===== src/rtl/vga_timing_pkg.sv =====
// Shared 640x480 VGA timing, widths and capture FSM states; also used by the VGA controller.
package vga_timing_pkg;
  localparam int VGA_H_ACTIVE = 640;
  localparam int VGA_H_FP     = 16;
  localparam int VGA_H_SYNC   = 96;
  localparam int VGA_H_BP     = 48;
  localparam int VGA_V_ACTIVE = 480;
  localparam int VGA_V_FP     = 10;
  localparam int VGA_V_SYNC   = 2;
  localparam int VGA_V_BP     = 33;
  localparam bit VGA_SYNC_ACTIVE_LOW = 1'b1;

  localparam int PIX_W   = 3;
  localparam int COORD_W = 10;
  localparam int CNT_W   = 12;

  typedef enum logic [1:0] {WAIT_VSYNC, WAIT_HSYNC, LOCKED} cap_state_e;

  // CRC-16-CCITT (poly 0x1021), one byte MSB first.
  function automatic logic [15:0] crc16_ccitt_byte(input logic [15:0] crc, input logic [7:0] data);
    logic [15:0] c;
    c = crc ^ {data, 8'h00};
    for (int i = 0; i < 8; i++) c = c[15] ? ((c << 1) ^ 16'h1021) : (c << 1);
    return c;
  endfunction
endpackage


===== src/rtl/vga_sync_edge.sv =====
// Sync input stage: polarity normalisation, stage-1 register, delayed copy and assert-edge detect.
module vga_sync_edge #(
  parameter bit ACTIVE_LOW = 1'b1
) (
  input  logic clock,
  input  logic reset,
  input  logic sync_raw,
  output logic edge_det
);
  logic sync_s1, sync_d;

  // Both copies reset to "asserted" so only a real deassert->assert after reset counts as an edge.
  always_ff @(posedge clock) begin
    if (reset) begin
      sync_s1 <= 1'b1;
      sync_d  <= 1'b1;
    end else begin
      sync_s1 <= sync_raw ^ ACTIVE_LOW;
      sync_d  <= sync_s1;
    end
  end

  assign edge_det = sync_s1 & ~sync_d;
endmodule


===== src/rtl/vga_capture.sv =====
// VGA receive-side capture: recovers raster position from syncs, writes active pixels, flags timing errors.
// Optional per-frame CRC-16 enabled by defining VGA_CAPTURE_CRC_EN.
module vga_capture
  import vga_timing_pkg::*;
#(
  parameter int H_ACTIVE = VGA_H_ACTIVE,
  parameter int H_FP     = VGA_H_FP,
  parameter int H_SYNC   = VGA_H_SYNC,
  parameter int H_BP     = VGA_H_BP,
  parameter int V_ACTIVE = VGA_V_ACTIVE,
  parameter int V_FP     = VGA_V_FP,
  parameter int V_SYNC   = VGA_V_SYNC,
  parameter int V_BP     = VGA_V_BP,
  parameter bit SYNC_ACTIVE_LOW = VGA_SYNC_ACTIVE_LOW
) (
  input  logic               clock,
  input  logic               reset,
  input  logic               hsync,
  input  logic               vsync,
  input  logic [PIX_W-1:0]   pixel_in,
  output logic               wr_en,
  output logic [COORD_W-1:0] wr_x,
  output logic [COORD_W-1:0] wr_y,
  output logic [PIX_W-1:0]   wr_pixel,
  output logic               frame_done,
  output logic               locked,
  output logic               sync_error,
  output logic [7:0]         error_count,
  output logic [15:0]        frame_count,
  output logic [15:0]        frame_crc
);
  localparam int H_TOTAL = H_ACTIVE + H_FP + H_SYNC + H_BP;
  localparam int V_TOTAL = V_ACTIVE + V_FP + V_SYNC + V_BP;
  localparam logic [CNT_W-1:0] H_LAST  = CNT_W'(H_TOTAL - 1);
  localparam logic [CNT_W-1:0] V_LAST  = CNT_W'(V_TOTAL - 1);
  localparam logic [CNT_W-1:0] H_START = CNT_W'(H_SYNC + H_BP);
  localparam logic [CNT_W-1:0] V_START = CNT_W'(V_SYNC + V_BP);
  localparam logic [CNT_W-1:0] H_END   = CNT_W'(H_SYNC + H_BP + H_ACTIVE);
  localparam logic [CNT_W-1:0] V_END   = CNT_W'(V_SYNC + V_BP + V_ACTIVE);

  logic             h_edge, v_edge, vs_pend;
  logic [PIX_W-1:0] pix_s1;
  cap_state_e       state, state_nxt;
  logic [CNT_W-1:0] h_cnt, v_cnt, h_cur, v_cur, h_nxt, v_nxt;
  logic             pending, pending_nxt, viol, wr_ok, last_px;

  vga_sync_edge #(.ACTIVE_LOW(SYNC_ACTIVE_LOW)) u_hs (
    .clock(clock), .reset(reset), .sync_raw(hsync), .edge_det(h_edge));
  vga_sync_edge #(.ACTIVE_LOW(SYNC_ACTIVE_LOW)) u_vs (
    .clock(clock), .reset(reset), .sync_raw(vsync), .edge_det(v_edge));

  always_ff @(posedge clock) begin
    if (reset) pix_s1 <= '0;
    else       pix_s1 <= pixel_in;
  end

  assign vs_pend = pending | v_edge;
  assign locked  = (state == LOCKED);

  // h_cnt/v_cnt hold the previous stage-1 sample's position; h_cur/v_cur are the current sample's.
  always_comb begin
    state_nxt   = state;
    viol        = 1'b0;
    h_nxt       = '0;
    v_nxt       = '0;
    pending_nxt = 1'b0;
    h_cur       = h_edge ? '0 : h_cnt + CNT_W'(1);
    v_cur       = h_edge ? (vs_pend ? '0 : v_cnt + CNT_W'(1)) : v_cnt;
    case (state)
      WAIT_VSYNC: begin
        if (v_edge && h_edge) state_nxt = LOCKED;
        else if (v_edge)      state_nxt = WAIT_HSYNC;
      end
      WAIT_HSYNC: if (h_edge) state_nxt = LOCKED;
      LOCKED: begin
        viol = (h_edge && h_cnt != H_LAST) || (!h_edge && h_cnt == H_LAST) ||
               (h_edge && vs_pend && v_cnt != V_LAST) || (h_edge && !vs_pend && v_cnt == V_LAST);
        if (viol) state_nxt = WAIT_VSYNC;
        else begin
          h_nxt       = h_cur;
          v_nxt       = v_cur;
          pending_nxt = !h_edge && vs_pend;
        end
      end
      default: state_nxt = WAIT_VSYNC;
    endcase
  end

  assign wr_ok = locked && !viol && h_cur >= H_START && h_cur < H_END &&
                 v_cur >= V_START && v_cur < V_END;
  assign last_px = wr_ok && h_cur == H_END - CNT_W'(1) && v_cur == V_END - CNT_W'(1);

  always_ff @(posedge clock) begin
    if (reset) begin
      state       <= WAIT_VSYNC;
      h_cnt       <= '0;
      v_cnt       <= '0;
      pending     <= 1'b0;
      wr_en       <= 1'b0;
      wr_x        <= '0;
      wr_y        <= '0;
      wr_pixel    <= '0;
      frame_done  <= 1'b0;
      sync_error  <= 1'b0;
      error_count <= '0;
      frame_count <= '0;
    end else begin
      state      <= state_nxt;
      h_cnt      <= h_nxt;
      v_cnt      <= v_nxt;
      pending    <= pending_nxt;
      wr_en      <= wr_ok;
      frame_done <= last_px;
      sync_error <= viol;
      if (wr_ok) begin
        wr_x     <= COORD_W'(h_cur - H_START);
        wr_y     <= COORD_W'(v_cur - V_START);
        wr_pixel <= pix_s1;
      end
      if (viol && error_count != 8'hFF) error_count <= error_count + 8'd1;
      if (last_px) frame_count <= frame_count + 16'd1;
    end
  end

`ifdef VGA_CAPTURE_CRC_EN
  logic [15:0] crc;
  logic [15:0] crc_nxt;

  assign crc_nxt = crc16_ccitt_byte(crc, 8'(pix_s1));

  always_ff @(posedge clock) begin
    if (reset) begin
      crc       <= 16'hFFFF;
      frame_crc <= '0;
    end else if (viol) begin
      crc <= 16'hFFFF;
    end else if (wr_ok) begin
      if (last_px) begin
        frame_crc <= crc_nxt;
        crc       <= 16'hFFFF;
      end else begin
        crc <= crc_nxt;
      end
    end
  end
`else
  assign frame_crc = '0;
`endif
endmodule


===== config.mk =====
export PLATFORM = sky130hd
export DESIGN_NAME = vga_capture
export DESIGN_NICKNAME = d
export VERILOG_FILES = /design/src/rtl/vga_timing_pkg.sv /design/src/rtl/vga_sync_edge.sv /design/src/rtl/vga_capture.sv
export SDC_FILE = /design/constraint.sdc
export NUM_CORES = 1
export LEC_CHECK = 0
export CORE_UTILIZATION = 54
export CTS_CLUSTER_DIAMETER = 80
export CTS_CLUSTER_SIZE = 40
export DETAILED_ROUTE_END_ITERATION = 12
export PLACE_DENSITY = 0.85
export SLEW_MARGIN = 20
export SYNTH_ARGS = -nofsm -noshare
export SYNTH_HDL_FRONTEND = slang
export SYNTH_SLANG_ARGS = --single-unit

===== constraint.sdc =====
create_clock -name clock -period 4.2 [get_ports clock]
set_clock_uncertainty 0.15 [all_clocks]
set_input_delay 0.42 -clock clock [delete_from_list [all_inputs] [get_ports clock]]
set_output_delay 0.42 -clock clock [all_outputs]
set_load 0.02 [all_outputs]

==> impl_results.md <==
* Final antenna-violating net count at 0
* Yosys warnings at 0
* Die Y at 93.1 um
* Largest net degree at the start of global routing at 62
* CTS tree: built
* Final Util at 0.667
* Clock Sinks at 84
* CTS Buffer Depth at 2
* Clock slew at reported path FFs at 0.09 ns
* CP endpoint kind: register
* Core area at 7890 um^2
* DRC at 0
* Post-cts hold buffer count at 0
* PD cells at 276 nW/um^2
* Fill count at 641
* Reg2reg start: h_cnt[0]$_SDFF_PP0_
* R2R Path End: frame_count[7]$_SDFFE_PP0P_
* CP Max Fanout at 27
* Final setup viols at 0
* Crit Path Category: reg -> reg
* Post-Syn Instances at 533
* Hold Crit Class: reg -> reg
* Antenna violations before repair at 0
* Sequential Area at 1680 um^2
* Initial Util at 0.568
* Fmax at 264 MHz
* Critical Path Start Type: register
* Fin crit period at 3.79 ns
* Crit share post-route at 0.902
* H-tree lvl count at 3
* #FFs+latches synth at 84
* Detailed-route wire length at 10.6 mm
* RSZ-0062 raised after global routing: no
* Top-count cell post-synth: dfxtp_1
* Main synth FF type: dfxtp_1
* Max Slew Vio Count at 0
* Pre-Repair DR Iteration Count at 8
* Area Growth Syn to Fin at 17.3%
* Avg WL per Cell at 15.4 um
* Initial DRC Count at 195
* Total global routing overflow at 0
* Required time worst endpoint at 4.34 ns
* Reg-to-reg slack, setup at 0.41 ns
* First-pass GRT wire length at 18.1 mm
* Most frequent cells after synthesis: dfxtp_1 (84), nor2_1 (71), nand2_1 (27), nand3_1 (24), nor3_1 (24)
* Hold Fails Final Rpt at 0
* IO buf count at 57
* Via count at 4,038
* R2R depth at 9
* Ys async rst share at 0
* Multi-input gate area at 2550 um^2
* Post-CTS Resized at 0
* Tightest Pin Transition at 0.801 ns
* Root Buffer Master: clkbuf_8
* Nets@finish at 597
* Hold Crit Start: state[1]$_SDFFE_PP0P_
* Slew headroom at 0.461
* Number of synthesized flops with an enable pin at 0
* Area contributors post-synth: dfxtp_1 (38%), nor2_1 (5.9%), xor2_1 (3.3%)
* Number of I/O pins at 74
* Detailed placement HPWL at 7.76 mm
* Post-synthesis cell area at 4480 um^2
* DR vias/cell at 5.88
* Clk Latency, worst-skew pair at 0.36 ns
* DIE WIDTH at 93.1 um
* Rows at 32
* Status: completed
* Share of the synthesized area in the top cell type at 0.375
* Leak pwr at 1.86 nW
* Worst EP arrival at 3.93 ns
* Post-CTS Setup Inserts at 0
* Hold path cells at 1
* Seq/Total Area, Yosys at 0.375
* Vias in the first global route at 3,801
* Max_cap viols at 0
* Setup_tns at 0 ns
* Peak VDD IR at 0.236 mV
* Synth area leader: dfxtp_1
* Min Hold Slack at 0.298 ns
* Gr usage total at 0.262
* Die Area at 8670 um^2
* Diode count at 0
* Synth unique cells at 71
* TritonCTS buffer count at 9
* Hold path endpoint: state[0]$_SDFFE_PP0P_
* GP Congestion at 0.929
* Share of cells above drive strength 1 at 0.0752
* Mean Syn Cell Area at 8.41 um^2
worst max path at each step:
stage / start / endpoint / slack [ns] / cells after the start
2_1_floorplan: u_hs.sync_s1$_SDFF_PP1_ / frame_count[11]$_SDFFE_PP0P_ / 0.77 / 13
3_3_place_gp: h_cnt[0]$_SDFF_PP0_ / frame_count[11]$_SDFFE_PP0P_ / 0.60 / 9
3_5_place_dp: h_cnt[0]$_SDFF_PP0_ / frame_count[7]$_SDFFE_PP0P_ / 0.49 / 9
4_1_cts: h_cnt[0]$_SDFF_PP0_ / frame_count[7]$_SDFFE_PP0P_ / 0.48 / 9
5_1_grt: h_cnt[0]$_SDFF_PP0_ / frame_count[11]$_SDFFE_PP0P_ / 0.16 / 9
6_report: h_cnt[0]$_SDFF_PP0_ / frame_count[7]$_SDFFE_PP0P_ / 0.41 / 9
critical path: stages (launching register included):
cell,delay [ns]
dfxtp_1,0.48
ha_1,0.33
nand4_1,0.26
nor3_1,0.37
nand4_1,0.14
a22oi_1,0.30
nand4b_1,0.24
or4_4,0.75
or4_1,0.53
a21oi_1,0.16
cell families after synthesis:
group,count (synthesis),share of synthesized area
simple gates,239,0.288
mux,14,0.0315
fa+ha+maj,10,0.0279
other cells,1,0.000837
xor+xnor,32,0.0625
flops,84,0.375
compound gates,94,0.144
buf+inv,59,0.0695
final cells by class:
class | count | share of cell area
multi-input combinational | 405 | 0.485
clock inverter | 6 | 0.0136
sequential | 84 | 0.320
inverter | 13 | 0.00928
tap | 102 | 0.0243
clock buffer | 10 | 0.0262
timing repair buffer | 67 | 0.122
through the flow:
step	setup WS, ns	instance area (um^2)	cells	power [W]
4_1_cts	0.484	5260	687	0.00146
3_5_place_dp	0.491	5050	671	0.000868
3_3_place_gp	0.600	5050	671	0.000867
2_1_floorplan	0.769	4540	548	0.000866
5_1_grt	0.163	5260	687	0.00151
6_report	0.411	5260	687	0.00145
registers in the layout, summed over array words and instances, names as in the netlist:
signal	flops
u_hs.sync_d	1
v_cnt	12
frame_done	1
error_count	8
u_vs.sync_d	1
pending	1
wr_x	10
u_vs.sync_s1	1
wr_en	1
h_cnt	12
wr_y	10
u_hs.sync_s1	1
frame_count	16
wr_pixel	3
sync_error	1
pix_s1	3
state	2
placed cells by master (no fill, tap or decap), drive strengths merged, types with 5 or more instances in the layout:
cell type	count
nor3	24
o21ai	16
o21a	5
nor2b	8
o31ai	5
nand2b	7
nor2	72
nand3	24
or3	12
ha	10
nand4	13
clkbuf	10
xnor2	15
inv	15
nor4	13
dfxtp	84
clkdlybuf4s50	56
a211oi	14
conb	16
or2	5
mux2i	13
or4	5
buf	11
xor2	17
a21oi	23
and3	8
nand2	27
metal layers:
metal / part of all wire / up-vias / track usage
met4: 0.019 / 0 / 0.0846
met1: 0.43 / 1874 / 0.320
met3: 0.058 / 20 / 0.0691
li1: - / 1980 / -
met2: 0.49 / 164 / 0.447
met5: 0 / - / 0
where the power goes:
group	internal, W	switching (W)	leakage, nW	total (W)
clock network	0.000296	0.000308	0.0995	0.000605
logic	0.0000132	0.0000343	1.08	0.0000475
registers	0.000800	0.00000224	0.678	0.000802
Note: power is estimated with default switching activity, not from simulation.
